--- src/rtl/dmem_lsu.sv ---
// Load/store unit in front of a word-wide, byte-addressed little-endian DMEM.
// Sub-word stores are done as read-modify-write. Optional macro: LSU_RANGE_CHECK_EN.
module dmem_lsu #(
    parameter int DMEM_ADDR_WIDTH = 10,
    parameter int REG_WIDTH       = 32
) (
    input  logic                       clk,
    input  logic                       reset_n,
    input  logic                       req_valid,
    output logic                       req_ready,
    input  logic                       req_we,
    input  logic [2:0]                 req_funct3,
    input  logic [REG_WIDTH-1:0]       req_addr,
    input  logic [REG_WIDTH-1:0]       req_wdata,
    output logic                       rsp_valid,
    output logic [REG_WIDTH-1:0]       rsp_rdata,
    output logic [1:0]                 rsp_err,
    output logic                       dmem_wr_en,
    output logic [DMEM_ADDR_WIDTH-1:0] dmem_addr,
    output logic [REG_WIDTH-1:0]       dmem_wr_data,
    input  logic [REG_WIDTH-1:0]       dmem_data_out
);
    // Handshake: a request is taken when req_valid & req_ready at a rising edge;
    // rsp_valid is a single-cycle pulse with no backpressure.
    typedef enum logic [1:0] {IDLE, RD, MRG, WR} state_e;

    localparam logic [1:0] ERR_OK    = 2'b00;
    localparam logic [1:0] ERR_ALIGN = 2'b01;
    localparam logic [1:0] ERR_F3    = 2'b10;
    localparam logic [1:0] ERR_RANGE = 2'b11;

    state_e                       state_q, state_d;
    logic                         we_q, we_d;
    logic [2:0]                   funct3_q, funct3_d;
    logic [1:0]                   lane_q, lane_d;
    logic [REG_WIDTH-1:0]         wdata_q, wdata_d;
    logic                         err_pend_q, err_pend_d;
    logic [1:0]                   err_code_q, err_code_d;
    logic                         rsp_valid_q, rsp_valid_d;
    logic [REG_WIDTH-1:0]         rsp_rdata_q, rsp_rdata_d;
    logic [1:0]                   rsp_err_q, rsp_err_d;
    logic                         wr_en_q, wr_en_d;
    logic [DMEM_ADDR_WIDTH-1:0]   addr_q, addr_d;
    logic [REG_WIDTH-1:0]         wr_data_q, wr_data_d;

    logic       f3_illegal, misaligned, out_of_range;
    logic [1:0] req_err;
    logic [7:0]  sel_byte;
    logic [15:0] sel_half;
    logic [REG_WIDTH-1:0] load_val, merge_val;

    assign f3_illegal = (req_funct3 == 3'b011) || (req_funct3 == 3'b110) ||
                        (req_funct3 == 3'b111) || (req_we && req_funct3[2]);
    assign misaligned = ((req_funct3[1:0] == 2'b01) && req_addr[0]) ||
                        ((req_funct3[1:0] == 2'b10) && (req_addr[1:0] != 2'b00));
`ifdef LSU_RANGE_CHECK_EN
    assign out_of_range = |req_addr[REG_WIDTH-1:DMEM_ADDR_WIDTH];
`else
    // Upper address bits are dropped so accesses wrap modulo the DMEM size.
    logic unused_upper_addr;
    assign unused_upper_addr = ^req_addr[REG_WIDTH-1:DMEM_ADDR_WIDTH];
    assign out_of_range      = 1'b0;
`endif
    assign req_err = f3_illegal   ? ERR_F3 :
                     misaligned   ? ERR_ALIGN :
                     out_of_range ? ERR_RANGE : ERR_OK;

    always_comb begin
        sel_byte = dmem_data_out[7:0];
        case (lane_q)
            2'd0: sel_byte = dmem_data_out[7:0];
            2'd1: sel_byte = dmem_data_out[15:8];
            2'd2: sel_byte = dmem_data_out[23:16];
            2'd3: sel_byte = dmem_data_out[31:24];
            default: sel_byte = dmem_data_out[7:0];
        endcase
        sel_half = lane_q[1] ? dmem_data_out[31:16] : dmem_data_out[15:0];
        case (funct3_q)
            3'b000:  load_val = {{(REG_WIDTH-8){sel_byte[7]}}, sel_byte};
            3'b001:  load_val = {{(REG_WIDTH-16){sel_half[15]}}, sel_half};
            3'b100:  load_val = {{(REG_WIDTH-8){1'b0}}, sel_byte};
            3'b101:  load_val = {{(REG_WIDTH-16){1'b0}}, sel_half};
            default: load_val = dmem_data_out;
        endcase
        merge_val = dmem_data_out;
        if (funct3_q[1:0] == 2'b00) begin
            case (lane_q)
                2'd0: merge_val[7:0]   = wdata_q[7:0];
                2'd1: merge_val[15:8]  = wdata_q[7:0];
                2'd2: merge_val[23:16] = wdata_q[7:0];
                2'd3: merge_val[31:24] = wdata_q[7:0];
                default: merge_val = dmem_data_out;
            endcase
        end else if (lane_q[1]) begin
            merge_val[31:16] = wdata_q[15:0];
        end else begin
            merge_val[15:0] = wdata_q[15:0];
        end
    end

    // An error response is still owed while err_pend_q is set, so hold off new requests.
    assign req_ready = (state_q == IDLE) && !err_pend_q;

    always_comb begin
        state_d     = state_q;
        we_d        = we_q;
        funct3_d    = funct3_q;
        lane_d      = lane_q;
        wdata_d     = wdata_q;
        err_pend_d  = 1'b0;
        err_code_d  = err_code_q;
        rsp_valid_d = 1'b0;
        rsp_rdata_d = '0;
        rsp_err_d   = ERR_OK;
        wr_en_d     = 1'b0;
        addr_d      = addr_q;
        wr_data_d   = wr_data_q;
        if (err_pend_q) begin
            rsp_valid_d = 1'b1;
            rsp_err_d   = err_code_q;
        end
        case (state_q)
            IDLE: begin
                if (req_valid && req_ready) begin
                    we_d     = req_we;
                    funct3_d = req_funct3;
                    lane_d   = req_addr[1:0];
                    wdata_d  = req_wdata;
                    if (req_err != ERR_OK) begin
                        err_pend_d = 1'b1;
                        err_code_d = req_err;
                    end else begin
                        addr_d = {req_addr[DMEM_ADDR_WIDTH-1:2], 2'b00};
                        if (req_we && (req_funct3 == 3'b010)) begin
                            wr_data_d = req_wdata;
                            wr_en_d   = 1'b1;
                            state_d   = WR;
                        end else begin
                            state_d = RD;
                        end
                    end
                end
            end
            RD: state_d = MRG;
            MRG: begin
                if (we_q) begin
                    wr_data_d = merge_val;
                    wr_en_d   = 1'b1;
                    state_d   = WR;
                end else begin
                    rsp_valid_d = 1'b1;
                    rsp_rdata_d = load_val;
                    state_d     = IDLE;
                end
            end
            WR: begin
                rsp_valid_d = 1'b1;
                state_d     = IDLE;
            end
            default: state_d = IDLE;
        endcase
    end

    always_ff @(posedge clk or negedge reset_n) begin
        if (!reset_n) begin
            state_q     <= IDLE;
            we_q        <= 1'b0;
            funct3_q    <= 3'b000;
            lane_q      <= 2'b00;
            wdata_q     <= '0;
            err_pend_q  <= 1'b0;
            err_code_q  <= ERR_OK;
            rsp_valid_q <= 1'b0;
            rsp_rdata_q <= '0;
            rsp_err_q   <= ERR_OK;
            wr_en_q     <= 1'b0;
            addr_q      <= '0;
            wr_data_q   <= '0;
        end else begin
            state_q     <= state_d;
            we_q        <= we_d;
            funct3_q    <= funct3_d;
            lane_q      <= lane_d;
            wdata_q     <= wdata_d;
            err_pend_q  <= err_pend_d;
            err_code_q  <= err_code_d;
            rsp_valid_q <= rsp_valid_d;
            rsp_rdata_q <= rsp_rdata_d;
            rsp_err_q   <= rsp_err_d;
            wr_en_q     <= wr_en_d;
            addr_q      <= addr_d;
            wr_data_q   <= wr_data_d;
        end
    end

    assign rsp_valid    = rsp_valid_q;
    assign rsp_rdata    = rsp_rdata_q;
    assign rsp_err      = rsp_err_q;
    assign dmem_wr_en   = wr_en_q;
    assign dmem_addr    = addr_q;
    assign dmem_wr_data = wr_data_q;
endmodule

--- config.mk ---
export PLATFORM = sky130hd
export DESIGN_NAME = dmem_lsu
export DESIGN_NICKNAME = d
export VERILOG_FILES = /design/src/rtl/dmem_lsu.sv
export SDC_FILE = /design/constraint.sdc
export NUM_CORES = 1
export LEC_CHECK = 0
export ABC_AREA = 1
export BUFFER_PORTS_ARGS = -buffer_cell sky130_fd_sc_hd__buf_2
export CORE_MARGIN = 3
export CORE_UTILIZATION = 45
export DETAILED_ROUTE_END_ITERATION = 10
export HOLD_SLACK_MARGIN = 0.08
export PLACE_DENSITY = 0.79
export RECOVER_POWER = 25
export SLEW_MARGIN = 15
export SYNTH_ARGS = -nofsm -noshare
export SYNTH_HDL_FRONTEND = slang
export SYNTH_SLANG_ARGS = --single-unit
--- constraint.sdc ---
create_clock -name clk -period 2.3 [get_ports clk]
set_clock_uncertainty 0.1 [all_clocks]
set_input_delay 0.115 -clock clk [delete_from_list [all_inputs] [get_ports clk]]
set_output_delay 0.115 -clock clk [all_outputs]
set_load 0.03 [all_outputs]
==> metrics.txt, run 1 <==
# TYPE chip_impl_metric gauge
chip_impl_info{name="outcome",value="complete, but fails checks"} 1
chip_impl_info{name="violations",value="max-capacitance violations, max-slew violations"} 1
chip_impl_metric{name="drt_pass1_iterations",unit=""} 5
chip_impl_metric{name="cellPowerDensity",unit="mW/mm²"} 1260
chip_impl_metric{name="drt-vias-per-instance",unit=""} 5.28
chip_impl_metric{name="final_area",unit="mm²"} 0.00771
chip_impl_metric{name="synthesis.area_per_instance",unit="µm²"} 6.99
chip_impl_metric{name="hold_viol",unit=""} 0
chip_impl_metric{name="synth_enable_flop_cells",unit=""} 0
chip_impl_metric{name="fp.dieArea",unit="mm²"} 0.0140
chip_impl_info{name="synth.cells.most_frequent",value="sky130_fd_sc_hd__nand2_1, sky130_fd_sc_hd__nand3_1, sky130_fd_sc_hd__dfrtp_1, sky130_fd_sc_hd__nor2_1, sky130_fd_sc_hd__o21ai_0"} 1
chip_impl_metric{name="report.final.slew_viol_count",unit=""} 94
chip_impl_metric{name="cts.repair_timing.setup_buffer_count",unit=""} 0
chip_impl_metric{name="setup_tns",unit="ns"} 0
chip_impl_metric{name="max_slew_margin_vs_limit",unit="%"} -1.93
chip_impl_metric{name="synth_seq_cells",unit=""} 103
chip_impl_metric{name="detailedRoute.firstIterationViolations",unit=""} 595
chip_impl_info{name="clock_tree.root_cell",value="sky130_fd_sc_hd__clkbuf_16"} 1
chip_impl_metric{name="place.port_buffers",unit=""} 157
chip_impl_metric{name="hpwlAfterDp",unit="µm"} 12300
chip_impl_metric{name="postSynthCellCount",unit=""} 811
chip_impl_metric{name="final_antenna_net_count",unit=""} 0
chip_impl_metric{name="holdBufCountCts",unit=""} 81
chip_impl_info{name="tritoncts",value="built"} 1
chip_impl_metric{name="maximum_buffer_depth_of_the_clock_tree",unit=""} 2
chip_impl_metric{name="ctsHtreeMaxLevel",unit=""} 3
chip_impl_info{name="timing.rr.end",value="rsp_rdata[5]"} 1
chip_impl_metric{name="min_period_over_period",unit="%"} 93.7
chip_impl_metric{name="totalPowerFinal",unit="mW"} 9.72
chip_impl_metric{name="worst_pin_slew",unit="ns"} 1.53
chip_impl_metric{name="via_count_of_the_first_global_routing_pass",unit=""} 5864
chip_impl_metric{name="finish.net_count",unit=""} 1130
chip_impl_metric{name="detail_route.drc_violations",unit=""} 0
chip_impl_metric{name="yosysTopAreaCellShare",unit="%"} 45.4
chip_impl_metric{name="globalRoute.totalOverflow",unit=""} 0
chip_impl_metric{name="post_cts_resize_count",unit=""} 0
chip_impl_info{name="timing.hold.worst_endpoint",value="dmem_addr[7]"} 1
chip_impl_info{name="min_from",value="req_valid"} 1
chip_impl_metric{name="setup_viol",unit=""} 0
chip_impl_metric{name="grt_util_all_layers",unit="%"} 26.2
chip_impl_metric{name="wl_per_cell",unit="µm"} 15.3
chip_impl_metric{name="cap_viol_max_count",unit=""} 2
chip_impl_info{name="synth-main-ff-cell",value="sky130_fd_sc_hd__dfrtp_1"} 1
chip_impl_metric{name="seq_cell_area",unit="mm²"} 0.00258
chip_impl_metric{name="fillerInstances",unit=""} 1081
chip_impl_metric{name="worst-r2r-setup-slack",unit="ns"} 0.15
chip_impl_metric{name="design.portCount",unit=""} 182
chip_impl_metric{name="worst-endpoint-required",unit="ns"} 2.50
chip_impl_metric{name="cts_made_buffers",unit=""} 9
chip_impl_metric{name="antenna_violations_before_repair",unit=""} 0
chip_impl_metric{name="yosys_warnings",unit=""} 0
chip_impl_metric{name="design.core.area",unit="mm²"} 0.0122
chip_impl_metric{name="grt_max_degree",unit=""} 62
chip_impl_metric{name="crit_path_max_incr_delay",unit="ns"} 0.65
chip_impl_metric{name="die_height",unit="µm"} 118
chip_impl_metric{name="cell_total_after_placement",unit=""} 1103
chip_impl_metric{name="weighted_congestion_reported_at_the_end_of_routability_driven_placement",unit=""} 0.924
chip_impl_metric{name="placement.cell_area",unit="mm²"} 0.00657
chip_impl_info{name="grt_setup_unrepaired",value="false"} 1
chip_impl_metric{name="finalWorstPathRequiredPeriod",unit="ns"} 2.15
chip_impl_metric{name="asyncSetResetFlopFracSynth",unit="%"} 100
chip_impl_metric{name="multiInputGateArea",unit="mm²"} 0.00274
chip_impl_metric{name="critical_path_arrival",unit="ns"} 2.36
chip_impl_metric{name="r2r.worst_path.cells",unit=""} 5
chip_impl_info{name="class_of_the_most_critical_setup_path",value="flop to flop"} 1
chip_impl_info{name="yosysMostFrequentCell",value="sky130_fd_sc_hd__nand2_1"} 1
chip_impl_info{name="critical-path-slowest-cell",value="sky130_fd_sc_hd__dfrtp_1"} 1
chip_impl_info{name="start_kind",value="flop"} 1
chip_impl_metric{name="worstPathMaxFanout",unit=""} 13
chip_impl_metric{name="die-width",unit="µm"} 118
chip_impl_metric{name="post_route_cells_drive_above_1_share",unit="%"} 20.3
chip_impl_metric{name="route.vias.total",unit=""} 6334
chip_impl_metric{name="tritoncts_num_sinks",unit=""} 103
chip_impl_metric{name="worst_skew_pair.late_latency",unit="ns"} 0.36
chip_impl_metric{name="instances_no_fill",unit=""} 1200
chip_impl_metric{name="syn_area",unit="mm²"} 0.00567
chip_impl_metric{name="initial_util",unit="%"} 46.6
chip_impl_metric{name="wire_length_of_the_first_global_routing_pass",unit="µm"} 29700
chip_impl_metric{name="finalHoldWorstSlack",unit="ns"} 0.256
chip_impl_metric{name="hold_depth",unit=""} 6
chip_impl_metric{name="drt_wl_total",unit="µm"} 18300
chip_impl_metric{name="worst_setup_hold_path_clk_slew",unit="ns"} 0.07
chip_impl_info{name="synthDominantAreaCellType",value="sky130_fd_sc_hd__dfrtp_1"} 1
chip_impl_info{name="crit-reg2reg-launch",value="lane_q[0]"} 1
chip_impl_metric{name="peakVddDrop",unit="µV"} 762
chip_impl_info{name="netlist_top_cells_area",value="sky130_fd_sc_hd__dfrtp_1, sky130_fd_sc_hd__nand2_1, sky130_fd_sc_hd__nand3_1, sky130_fd_sc_hd__nor2_1, sky130_fd_sc_hd__o21ai_0"} 1
chip_impl_metric{name="ys_types",unit=""} 28
chip_impl_metric{name="max_freq",unit="MHz"} 464
chip_impl_metric{name="rows",unit=""} 40
chip_impl_info{name="min_path_type",value="input port to flop"} 1
chip_impl_metric{name="n_antenna_cell",unit=""} 0
chip_impl_metric{name="area_growth_syn_to_layout",unit="%"} 35.9
chip_impl_metric{name="share_of_synthesized_area_occupied_by_flip_flops_and_latches",unit="%"} 45.4
chip_impl_info{name="worstSetupEndpointType",value="flop"} 1
chip_impl_metric{name="total_leakage_power",unit="nW"} 4.26
chip_impl_info{name="cp_cell_sequence",value="nand2_2 -> a21oi_2 -> o22ai_1 -> nor2_1 -> dlygate4sd3_1"} 1
==> layout make-up <==
class / instances / share of cell area [%]
inverter: 31 / 1.51
clock buffer: 12 / 3.46
sequential: 103 / 33.5
timing repair buffer: 253 / 22.3
multi-input combinational: 629 / 35.6
clock inverter: 4 / 0.990
tap: 168 / 2.73
==> per-layer routing <==
metal / vias to the layer above / track usage, % / share of wire, %
met2: 335 / 42.5 / 47
met1: 2905 / 34.2 / 41
met5: - / 0 / 0
met3: 48 / 4.74 / 8.4
li1: 3046 / - / -
met4: 0 / 12.2 / 3.7
==> power breakdown <==
part | switching, mW | internal [mW]
sequential | 0.543 | 2.46
combinational | 3.45 | 1.55
clock | 0.679 | 1.04
total | 4.67 | 5.06
==> cells by family (layout without fill, tap and decap cells) <==
family | count (synthesis) | count (layout) | synth area share [%]
other | 1 | 2 | 0.0661
buffers and inverters | 80 | 300 | 6.31
AOI/OAI and AO/OA | 53 | 53 | 5.16
and+or+nand+nor | 574 | 574 | 43.0
DFF | 103 | 103 | 45.4
==> state kept, by name, indices dropped and copies added (netlist names), 2 cells and up <==
name,cells
dmem_wr_data,32
rsp_rdata,32
wdata_q,16
dmem_addr,8
funct3_q,3
err_code_q,2
lane_q,2
rsp_err,2
state_q,2
==> worst max-delay path: cells and delay by family (launching register included) <==
kind                   cells  cell delay [ns]
AND/OR/NAND/NOR            2             0.35
AO/OA/AOI/OAI              2             0.45
flip-flops                 1             0.65
buffers and inverters      1             0.54
==> per-stage QoR <==
step,util (%),setup slack [ns]
floorplan,-,0.872
global placement,54.0,0.517
detailed placement,54.0,0.462
CTS,63.5,0.197
global route,63.4,0.0454
finish,63.4,0.146
==> cell usage in the layout (no fill, tap or decap), types with 2 or more instances in the layout <==
master / netlist / layout
sky130_fd_sc_hd__nand2_1: 359 / 359
sky130_fd_sc_hd__nand3_1: 157 / 157
sky130_fd_sc_hd__buf_2: 22 / 156
sky130_fd_sc_hd__dfrtp_1: 103 / 102
sky130_fd_sc_hd__dlygate4sd3_1: 0 / 81
sky130_fd_sc_hd__nor2_1: 43 / 43
sky130_fd_sc_hd__o21ai_0: 27 / 27
sky130_fd_sc_hd__inv_1: 24 / 24
sky130_fd_sc_hd__buf_4: 5 / 13
sky130_fd_sc_hd__a21oi_1: 12 / 12
sky130_fd_sc_hd__clkbuf_16: 0 / 9
sky130_fd_sc_hd__nand2_2: 7 / 7
sky130_fd_sc_hd__inv_2: 6 / 6
sky130_fd_sc_hd__o22ai_1: 6 / 6
sky130_fd_sc_hd__o211ai_1: 4 / 4
sky130_fd_sc_hd__clkbuf_8: 0 / 3
sky130_fd_sc_hd__nand4_4: 2 / 2
sky130_fd_sc_hd__o21a_1: 2 / 2
sky130_fd_sc_hd__nor2_2: 2 / 2
sky130_fd_sc_hd__conb_1: 1 / 2
sky130_fd_sc_hd__bufinv_16: 0 / 2
==> worst max path at each step <==
stage,start,slack [ns],endpoint
2_1_floorplan,state_q[1],0.87,dmem_wr_data[0]
6_report,lane_q[0],0.15,rsp_rdata[5]
5_1_grt,reset_n,0.05,lane_q[1]
3_3_place_gp,funct3_q[0],0.52,rsp_rdata[23]
3_5_place_dp,lane_q[1],0.46,rsp_rdata[16]
4_1_cts,lane_q[0],0.20,rsp_rdata[5]
(Power assumes the default switching activity.)
==> inputs of run 2 (changes only) <==
CAP_MARGIN = 20   (was default)
GPL_TIMING_DRIVEN = 0   (was default)
==> metrics.txt, run 2 (same netlist as run 1, synthesis figures left out) <==
# TYPE chip_impl_metric gauge
chip_impl_metric{name="r2r.worst_path.cells",unit=""} 6
chip_impl_metric{name="fillerInstances",unit=""} 1088
chip_impl_metric{name="totalPowerFinal",unit="mW"} 9.83
chip_impl_metric{name="report.final.slew_viol_count",unit=""} 0
chip_impl_metric{name="worst_pin_slew",unit="ns"} 1.12
chip_impl_metric{name="maximum_buffer_depth_of_the_clock_tree",unit=""} 2
chip_impl_info{name="timing.rr.end",value="rsp_rdata[3]"} 1
chip_impl_metric{name="drt_wl_total",unit="µm"} 19900
chip_impl_info{name="crit-reg2reg-launch",value="lane_q[0]"} 1
chip_impl_metric{name="worst_setup_hold_path_clk_slew",unit="ns"} 0.07
chip_impl_metric{name="worst-endpoint-required",unit="ns"} 2.49
chip_impl_metric{name="worstPathMaxFanout",unit=""} 10
chip_impl_metric{name="dp_worst_setup_slack",unit="ns"} 0.478
chip_impl_metric{name="route.vias.total",unit=""} 6443
chip_impl_metric{name="final_area",unit="mm²"} 0.00781
chip_impl_metric{name="placement.cell_area",unit="mm²"} 0.00671
chip_impl_metric{name="rows",unit=""} 40
chip_impl_info{name="grt_setup_unrepaired",value="false"} 1
chip_impl_info{name="class_of_the_most_critical_setup_path",value="flop to flop"} 1
chip_impl_metric{name="ctsHtreeMaxLevel",unit=""} 3
chip_impl_metric{name="tritoncts_num_sinks",unit=""} 103
chip_impl_metric{name="setup_viol",unit=""} 0
chip_impl_metric{name="critical_path_arrival",unit="ns"} 2.37
chip_impl_info{name="worstSetupEndpoint",value="rsp_rdata[3]"} 1
chip_impl_metric{name="min_period_over_period",unit="%"} 94.7
chip_impl_metric{name="design.core.area",unit="mm²"} 0.0122
chip_impl_metric{name="worst_skew_pair.late_latency",unit="ns"} 0.36
chip_impl_metric{name="crit_path_max_incr_delay",unit="ns"} 0.55
chip_impl_info{name="tritoncts",value="built"} 1
chip_impl_metric{name="die-width",unit="µm"} 118
chip_impl_metric{name="grt_util_all_layers",unit="%"} 29.2
chip_impl_metric{name="seq_cell_area",unit="mm²"} 0.00258
chip_impl_info{name="start_kind",value="flop"} 1
chip_impl_metric{name="drt_pass1_iterations",unit=""} 5
chip_impl_metric{name="finish.net_count",unit=""} 1163
chip_impl_metric{name="wl_per_cell",unit="µm"} 16.1
chip_impl_metric{name="antenna_violations_before_repair",unit=""} 0
chip_impl_metric{name="fp.dieArea",unit="mm²"} 0.0140
chip_impl_metric{name="weighted_congestion_reported_at_the_end_of_routability_driven_placement",unit=""} 0.981
chip_impl_info{name="cp_cell_sequence",value="buf_2 -> nand2_2 -> a21oi_2 -> o22ai_1 -> nor2_1 -> dlygate4sd3_1"} 1
chip_impl_metric{name="wire_length_of_the_first_global_routing_pass",unit="µm"} 32800
chip_impl_metric{name="detailedRoute.firstIterationViolations",unit=""} 532
chip_impl_info{name="mostFrequentLayoutCells",value="sky130_fd_sc_hd__nand2_1, sky130_fd_sc_hd__buf_2, sky130_fd_sc_hd__nand3_1"} 1
chip_impl_info{name="worst_setup_path_startpoint",value="lane_q[0]"} 1
chip_impl_metric{name="area_growth_syn_to_layout",unit="%"} 37.6
chip_impl_metric{name="multiInputGateArea",unit="mm²"} 0.00274
chip_impl_info{name="clock_tree.root_cell",value="sky130_fd_sc_hd__clkbuf_16"} 1
chip_impl_metric{name="cts.repair_timing.setup_buffer_count",unit=""} 0
chip_impl_metric{name="initial_util",unit="%"} 46.6
chip_impl_metric{name="cellPowerDensity",unit="mW/mm²"} 1260
chip_impl_metric{name="detail_route.drc_violations",unit=""} 0
chip_impl_info{name="worstSetupEndpointType",value="flop"} 1
chip_impl_metric{name="finalWorstPathRequiredPeriod",unit="ns"} 2.18
chip_impl_metric{name="max_freq",unit="MHz"} 459
chip_impl_metric{name="post_route_cells_drive_above_1_share",unit="%"} 20.9
chip_impl_metric{name="final_antenna_net_count",unit=""} 0
chip_impl_info{name="min_path_type",value="input port to flop"} 1
chip_impl_metric{name="max_slew_margin_vs_limit",unit="%"} 25.5
chip_impl_metric{name="peakVddDrop",unit="µV"} 692
chip_impl_metric{name="setup_ws",unit="ns"} 0.122
chip_impl_metric{name="place.port_buffers",unit=""} 157
chip_impl_info{name="critical-path-slowest-cell",value="sky130_fd_sc_hd__dlygate4sd3_1"} 1
chip_impl_metric{name="die_height",unit="µm"} 118
chip_impl_metric{name="n_antenna_cell",unit=""} 0
chip_impl_metric{name="total_leakage_power",unit="nW"} 4.34
chip_impl_metric{name="post_cts_resize_count",unit=""} 0
chip_impl_metric{name="design.portCount",unit=""} 182
chip_impl_metric{name="grt_max_degree",unit=""} 60
chip_impl_metric{name="hpwlAfterDp",unit="µm"} 13700
chip_impl_metric{name="via_count_of_the_first_global_routing_pass",unit=""} 6353
chip_impl_metric{name="hold_viol",unit=""} 0
chip_impl_metric{name="worst-r2r-setup-slack",unit="ns"} 0.12
chip_impl_metric{name="cts_made_buffers",unit=""} 9
chip_impl_info{name="outcome",value="complete, no violations"} 1
chip_impl_metric{name="cap_viol_max_count",unit=""} 0
chip_impl_metric{name="drt-vias-per-instance",unit=""} 5.23
chip_impl_info{name="most_common_cell_after_layout_fill_and_taps_aside",value="sky130_fd_sc_hd__nand2_1"} 1
chip_impl_metric{name="globalRoute.totalOverflow",unit=""} 0
==> run 2: worst min-delay path by stage <==
stage / end / depth (start not counted) / slack, ns / from
finish: wdata_q[3] / 5 / 0.11 / req_valid
global route: wdata_q[3] / 5 / 0.14 / req_valid
CTS: wdata_q[3] / 5 / 0.11 / req_valid
detailed placement: dmem_wr_data[28] / 1 / -0.04 / reset_n
global placement: dmem_addr[5] / 3 / 0.21 / req_addr[5]
floorplan: dmem_addr[2] / 0 / -0.28 / reset_n
==> run 2: metrics by stage <==
stage	cells	hold WS (ns)	setup TNS, ns	util, %
after floorplan	812	-0.281	0	-
after global placement	1137	0.210	-2.47	54.9
after detailed placement	1138	-0.0443	0	55.1
after CTS	1234	0.110	0	64.3
after global routing	1233	0.141	0	64.2
final	1233	0.113	0	64.2
==> run 2: layout make-up <==
class                           instances  share of cell area, %
Multi-Input combinational cell        629                   35.1
Sequential cell                       103                   33.0
Timing Repair Buffer                  238                   20.7
Clock buffer                           12                   3.29
Buffer                                 48                   3.05
Tap cell                              168                   2.69
Inverter                               31                   1.49
Clock inverter                          4                  0.673
==> run 2: repair_timing <==
action                                  4_1_cts  5_1_grt
hold buffers                                 80        0
endpoints found under the setup margin        0        1
endpoints found under the hold margin       197        0
==> run 2: power breakdown <==
group	switching, mW	internal (mW)	total [mW]
registers	0.534	2.45	2.99
logic	3.63	1.62	5.25
clock network	0.686	0.908	1.59
==> run 2: worst max-delay path, delay by kind of cell (launching register included) <==
| family | cells | cell delay (ns) |
|---|---|---|
| AO/OA/AOI/OAI | 2 | 0.48 |
| buffers and inverters | 2 | 0.80 |
| AND/OR/NAND/NOR | 2 | 0.30 |
| flip-flops | 1 | 0.42 |
==> run 2: per-layer routing <==
metal	part of all wire (%)	vias up	global-route usage (%)
li1	-	3108	-
met1	41	2951	37.7
met2	47	330	48.8
met3	8.5	54	5.41
met4	3.1	0	11.3
met5	0	-	0
